$ cat src/rtl/gnr_attractor_ctrl_pkg.sv
// Shared types for the attractor search controller: FSM state encoding and default sizes.
package gnr_ctrl_pkg;

    localparam int GNR_N_NODES_DEF = 8;
    localparam int GNR_CNT_W_DEF   = 16;

    typedef enum logic [2:0] {
        IDLE   = 3'd0,
        LOAD   = 3'd1,
        STEP   = 3'd2,
        CHECK  = 3'd3,
        PSTEP  = 3'd4,
        PCHECK = 3'd5,
        OUT    = 3'd6
    } state_e;

endpackage

$ cat src/rtl/gnr_attractor_ctrl.sv
// Tortoise/hare attractor search over a bank of dual-copy Boolean-network nodes.
// Sweeps a range of initial states and streams one period/steps result per state.
module gnr_attractor_ctrl
    import gnr_ctrl_pkg::*;
#(
    parameter int N_NODES = GNR_N_NODES_DEF,
    parameter int CNT_W   = GNR_CNT_W_DEF
) (
    input  logic               clk,
    input  logic               rst,
    input  logic               start,
    input  logic [N_NODES-1:0] init_base,
    input  logic [CNT_W-1:0]   num_inits,
    input  logic [CNT_W-1:0]   max_steps,
    output logic               reset_nos,
    output logic               start_s0,
    output logic               start_s1,
    output logic [N_NODES-1:0] init_state,
    input  logic [N_NODES-1:0] s0_vec,
    input  logic [N_NODES-1:0] s1_vec,
    output logic               res_valid,
    input  logic               res_ready,
    output logic [N_NODES-1:0] res_init,
    output logic [N_NODES-1:0] res_state,
    output logic [CNT_W-1:0]   res_period,
    output logic [CNT_W-1:0]   res_steps,
    output logic               res_timeout,
    output logic               busy,
    output logic               done
);

    typedef struct packed {
        logic [N_NODES-1:0] init;
        logic [N_NODES-1:0] state;
        logic [CNT_W-1:0]   period;
        logic [CNT_W-1:0]   steps;
        logic               timeout;
    } result_t;

    state_e             state_q, state_d;
    logic [N_NODES-1:0] cur_q, cur_d;
    logic [CNT_W-1:0]   left_q, left_d;
    logic [CNT_W-1:0]   max_q, max_d;
    logic [CNT_W-1:0]   steps_q, steps_d;
    logic [CNT_W-1:0]   per_q, per_d;
    result_t            res_q, res_d;
    logic               done_q, done_d;

    always_ff @(posedge clk or posedge rst) begin
        if (rst) begin
            state_q <= IDLE;
            cur_q   <= '0;
            left_q  <= '0;
            max_q   <= '0;
            steps_q <= '0;
            per_q   <= '0;
            res_q   <= '0;
            done_q  <= 1'b0;
        end else begin
            state_q <= state_d;
            cur_q   <= cur_d;
            left_q  <= left_d;
            max_q   <= max_d;
            steps_q <= steps_d;
            per_q   <= per_d;
            res_q   <= res_d;
            done_q  <= done_d;
        end
    end

    always_comb begin
        state_d    = state_q;
        cur_d      = cur_q;
        left_d     = left_q;
        max_d      = max_q;
        steps_d    = steps_q;
        per_d      = per_q;
        res_d      = res_q;
        done_d     = 1'b0;
        reset_nos  = 1'b0;
        start_s0   = 1'b0;
        start_s1   = 1'b0;
        init_state = '0;
        res_valid  = 1'b0;

        unique case (state_q)
            IDLE: begin
                if (start) begin
                    cur_d  = init_base;
                    left_d = num_inits;
                    // A zero budget still runs one step so the search always terminates.
                    max_d  = (max_steps == '0) ? CNT_W'(1) : max_steps;
                    if (num_inits == '0) begin
                        done_d = 1'b1;
                    end else begin
                        state_d = LOAD;
                    end
                end
            end
            LOAD: begin
                reset_nos  = 1'b1;
                init_state = cur_q;
                steps_d    = '0;
                per_d      = '0;
                res_d      = '0;
                res_d.init = cur_q;
                state_d    = STEP;
            end
            STEP: begin
                start_s0 = 1'b1;
                start_s1 = 1'b1;
                steps_d  = steps_q + CNT_W'(1);
                state_d  = CHECK;
            end
            CHECK: begin
                // s0 only moves on odd steps, so after an odd step the copies can coincide
                // trivially; a genuine tortoise/hare meet is only counted after even steps.
                if ((s0_vec == s1_vec) && !steps_q[0]) begin
                    res_d.state = s0_vec;
                    res_d.steps = steps_q;
                    per_d       = '0;
                    state_d     = PSTEP;
                end else if (steps_q >= max_q) begin
                    res_d.timeout = 1'b1;
                    res_d.steps   = steps_q;
                    state_d       = OUT;
                end else begin
                    state_d = STEP;
                end
            end
            PSTEP: begin
                start_s1 = 1'b1;
                per_d    = per_q + CNT_W'(1);
                state_d  = PCHECK;
            end
            PCHECK: begin
                if (s1_vec == res_q.state) begin
                    res_d.period = per_q;
                    state_d      = OUT;
                end else if (per_q >= max_q) begin
                    res_d.timeout = 1'b1;
                    res_d.period  = '0;
                    state_d       = OUT;
                end else begin
                    state_d = PSTEP;
                end
            end
            OUT: begin
                res_valid = 1'b1;
                if (res_ready) begin
                    cur_d  = cur_q + N_NODES'(1);
                    left_d = left_q - CNT_W'(1);
                    if (left_q == CNT_W'(1)) begin
                        done_d  = 1'b1;
                        state_d = IDLE;
                    end else begin
                        state_d = LOAD;
                    end
                end
            end
            default: state_d = IDLE;
        endcase
    end

    assign res_init    = res_q.init;
    assign res_state   = res_q.state;
    assign res_period  = res_q.period;
    assign res_steps   = res_q.steps;
    assign res_timeout = res_q.timeout;
    assign busy        = (state_q != IDLE);
    assign done        = done_q;

endmodule

$ cat config.mk
export PLATFORM = sky130hd
export DESIGN_NAME = gnr_attractor_ctrl
export DESIGN_NICKNAME = d
export VERILOG_FILES = /design/src/rtl/gnr_attractor_ctrl_pkg.sv /design/src/rtl/gnr_attractor_ctrl.sv
export SDC_FILE = /design/constraint.sdc
export NUM_CORES = 1
export LEC_CHECK = 0
export ABC_CLOCK_PERIOD_IN_PS = 7800
export CORE_MARGIN = 2
export CORE_UTILIZATION = 57
export DETAILED_ROUTE_END_ITERATION = 8
export PLACE_DENSITY = 0.83
export SLEW_MARGIN = 20
export SYNTH_ARGS = -nofsm -noshare
export SYNTH_HDL_FRONTEND = slang
export SYNTH_SLANG_ARGS = --single-unit
$ cat constraint.sdc
create_clock -name clk -period 7.8 [get_ports clk]
set_input_delay 1.56 -clock clk [delete_from_list [all_inputs] [get_ports clk]]
set_output_delay 1.56 -clock clk [all_outputs]
set_load 0.05 [all_outputs]
---- After elaboration in Yosys (flattened, before gate mapping) ----
Cells that the tools add are included.
storage, ports and cells
  register bits ........................... 125
  latch bits .............................. 0
  memory bits (writable) .................. 0
  ROM bits ................................ 0
  input port bits ......................... 60
  logic and storage cells ................. 99
  memories ................................ 0
operators by class
  add/sub/neg operators ................... 4
  multipliers ............................. 0
  div/mod/pow operators ................... 0
  $lt $le $gt $ge ......................... 2
  equal/unequal tests ..................... 19
  shift-type cells ........................ 0
  mux-type cells .......................... 41
  bitwise gates (word level) .............. 0
  reduce and logical (&&, ||, !) cells .... 21
operators by type and width
  kind                     count
  $pmux W16 S2             4
  $mux W16                 7
  $pmux W16 S3             1
  $add A16 B1 Y16 const B  2
  $ge A16 B16 Y1           2
  $logic_not A16 Y1        2
  $mux W8                  4
  $pmux W8 S2              2
  $pmux W3 S7              1
  $mux W3                  6
  $mux W17                 1
  $eq A16 B1 Y1 const B    1
  $eq A8 B8 Y1             2
  $ne A2 B2 Y1 const B     8
  $sub A16 B1 Y16 const B  1
  $mux W1                  12
  $reduce_and A2 Y1        5
  $eq A3 B3 Y1 const B     3
  $reduce_bool A3 Y1       3
  $add A8 B1 Y8 const B    1
  $reduce_bool A2 Y1       4
  $eq A3 B2 Y1 const B     2
  $ne A3 B3 Y1 const B     2
  $reduce_and A3 Y1        2
  9 further kinds          9

---- Logic depth before layout (Yosys ltp) ----
  depth in word-level cells ............... 4
  gate-level depth with buffers ........... 10
  depth with buffers taken out ............ 8

---- Least setup slack after synthesis ----
No wires, ideal clock.
  path type ............................... register -> output
  from .................................... register state_q[1]
  to ...................................... output port start_s1
  arrival time ............................ 1.685 ns
  setup slack ............................. 4.555 ns
  stages on the path, launching flop included .. 5
  path buffers ............................ 2
  cells stage by stage .................... dfrtp_1 -> clkbuf_1 -> buf_1 -> xnor2_1 -> nor2_1
between the ends
  cells in the longest elaborated chain, start to end .. 3
  elaborated cells on any way between the ends .. 4
  those cells by class .................... eq/ne: 2; mux: 1; reduce/logical: 1
RTL lines
  item                                          line                      RTL
  start: declaration                            gnr_attractor_ctrl.sv:40  state_e state_q, state_d;
  start signal: assignment                      gnr_attractor_ctrl.sv:60  state_q <= state_d;
  $eq A3 B3 Y1 or $eq A3 B2 Y1 (tied branches)  gnr_attractor_ctrl.sv:86  unique case (state_q)
  $reduce_or A2 Y1 (no line) *                  n/a
  $mux W1 *                                     gnr_attractor_ctrl.sv:86
  end: declaration                              gnr_attractor_ctrl.sv:17  output logic start_s1,
Mark *: on every way between the ends. The rest lies on a longest branch, timed or not.

---- Worst setup path after layout ----
  from .................................... register state_q[1]
  to ...................................... output port res_valid
between the ends
  cells in the longest elaborated chain, start to end .. 2
RTL lines
  item              line                      RTL
  $eq A3 B3 Y1      gnr_attractor_ctrl.sv:86
  $mux W1           gnr_attractor_ctrl.sv:86
  end: declaration  gnr_attractor_ctrl.sv:21  output logic res_valid,
No other way between the ends.

==> metrics.txt <==
hold_sp res_init[5]; Die H 113.5 µm; total number of vias 6134; Core ar. 11560 µm²; ant diodes 0; fin util 0.7539; drt drc 0; Setup WS pre-CTS 2807 ps; critical path fanouts, max 38; die area 12880 µm²; setup ws final 2261 ps; GR Util All Layers 0.2937; final wirelength 18.08 mm; clk_skew 9.414 ps; worst slew pin tran 1017 ps; Synth async-reset ratio 1.000; CTS hold repair buffers 0; CTS Buf Count 17; Syn Nets 867; Avg Cell Area, Syn 8.877 µm²; Hold Path End res_init[5]; NumNets Final 976; setup violators final 0; Max H-tree Level 4; initial drt markers 614; Synth Warn # 0; Final Wtd Congestion 0.8915; startpoint types flop; die width 113.5 µm; Pleak 3.949 nW; worst skew pair latency 420 ps; initial core utilization 0.5910; layout cell share with drive strength beyond 1 0.04607; Max-Cap Viols 0; top cell type's share of synthesized area 0.4576; RSZ-0062 raised after global routing false; type of the worst setup path flop to output port; Core Rows 39; Synth Instances 770; I/O Buffers 122; Root Buffer clkbuf_16; r2r endpoint cur_q[6]; Detail Placement HPWL 12.77 mm; WP data arrival 3980 ps; drt pass-1 iters 5; fmax 0.1805 GHz; P per Cell Area 319.8 nW/µm²; Setup Buffers After CTS 0; post-synthesis register bit count 125; CTS tree built; fin. max-slew vios 0; Sink Count 125; Clock Pin Slew Worst Setup and Hold Paths 50 ps; synthesized area 6835 µm²; Power Total 2.789 mW; Layout area overhead 27.55%; synth top area cells dfrtp_1 (46%), ha_1 (6.8%), nand2_1 (6.8%); endpoint type of the worst setup path output port; Synth Flop Type dfrtp_1; Seq/Total Area, Yosys 0.4576; largest net degree at the start of global routing 78; Post-synth EDFFs 0; RR Startpoint state_q[1]; vias in the first global route 6140; Clock Path Buffers 2; PostCTS Resize Cnt 0; Worst Hold Depth 1; Via-to-Cell Ratio 5.938; CP required 6240 ps; Reg2Reg Depth 6; count of different cell masters after synthesis 53; post-synth top area cell dfrtp_1; first-pass GRT wire length 29.97 mm; Worst VDD drop 206.2 µV; worst hold path type flop to flop; post-layout min period 5539 ps; total global routing overflow 0; Final Hold Fails 0; outcome complete, no violations; routed length per placed instance 17.50 µm; Worst slew margin 0.3220; Final period util 0.7101; Routed Antenna Nets 0; Worst R2R Setup Slack 4570 ps; IO Pins 123; initial antenna violation count 0; setup_tns 0 ps; Final Hold Slack 482.2 ps
==> state kept, by name (all words and copies together) (netlist names) <==
name,cells
res_period,16
state_q,3
per_q,16
steps_q,16
res_timeout,1
cur_q,8
left_q,16
res_init,8
done,1
res_state,8
res_steps,16
max_q,16
==> cell usage after synthesis (5+ instances only) <==
master and count:
xnor2_1 6, nand4_1 8, nor3_1 14, and3_1 14, dfrtp_1 125, ha_1 37, nand3_1 43, clkbuf_1 27
nor4_1 17, a21oi_1 44, a31oi_1 8, o21ai_1 10, o21ai_0 73, and2_1 8, inv_1 51, xor2_1 25
nand2_1 123, mux2i_1 24, nor2_1 49, a21o_1 11, buf_2 5
==> per-layer routing <==
layer / track usage / vias up / wire length [µm] / share of wire
li1: - / 2901 / - / -
met1: 0.3810 / 2966 / 7701 / 0.43
met2: 0.4886 / 232 / 8909 / 0.49
met3: 0.06057 / 35 / 1042 / 0.058
met4: 0.1130 / 0 / 429 / 0.024
met5: 0 / - / 0 / 0
==> stage by stage <==
step	cell area [µm²]	std cells
floorplan	6835	770
global placement	8107	1003
detailed placement	8107	1003
CTS	8711	1033
global route	8718	1033
finish	8718	1033
==> worst max-delay path: stages (launching register included) <==
cell and delay [ps]:
dfrtp_1 1010, nand2_1 220, or2_2 530, inv_1 820, clkdlybuf4s50_1 960
==> layout make-up <==
cell class,instances,area (µm²)
multi-input cells,558,3366
flip-flops and latches,125,3128
fillers,818,2846
repair buffers,125,1244
clock buffers,22,464.2
inverters,52,197.7
well taps,143,178.9
clock inverters,8,140.1
==> layout by cell type, fill, tap and decap left out, drive strengths merged, types with 6 or more instances in the layout <==
master / synthesis / layout
inv: 52 / 52
mux2i: 24 / 24
nor4: 17 / 17
a21oi: 44 / 44
nand3: 44 / 44
xor2: 25 / 25
nor3: 14 / 14
nand4: 8 / 8
dfrtp: 125 / 125
a31oi: 8 / 8
nor2: 49 / 49
and3: 14 / 14
clkbuf: 27 / 22
clkdlybuf4s50: 0 / 122
nand2: 123 / 123
ha: 37 / 37
and2: 8 / 8
xnor2: 6 / 6
a21o: 11 / 11
o21ai: 83 / 83
==> power breakdown <==
| part | total [mW] | leakage, nW | internal (mW) | switching, mW |
|---|---|---|---|---|
| Combinational | 0.983 | 2.07 | 0.350 | 0.633 |
| Clock | 0.824 | 0.300 | 0.545 | 0.279 |
| Sequential | 0.981 | 1.58 | 0.824 | 0.157 |
| Total | 2.79 | 3.95 | 1.72 | 1.07 |
==> worst max-delay path by stage <==
stage | from | endpoint | cells past startpoint
3_3_place_gp | state_q[1] | res_valid | 4
6_report | state_q[1] | res_valid | 4
3_5_place_dp | state_q[1] | res_valid | 4
4_1_cts | state_q[1] | res_valid | 4
2_1_floorplan | rst | cur_q[0] | 1
5_1_grt | state_q[1] | res_valid | 4
==> cell families after synthesis <==
family / Yosys count / share of synthesized area
simple gates: 295 / 0.2021
compound gates: 171 / 0.1455
flops: 125 / 0.4576
buf+inv: 87 / 0.05217
fa+ha+maj: 37 / 0.06773
xor+xnor: 31 / 0.03972
mux: 24 / 0.03515
Note: power is estimated with default switching activity, not from simulation.
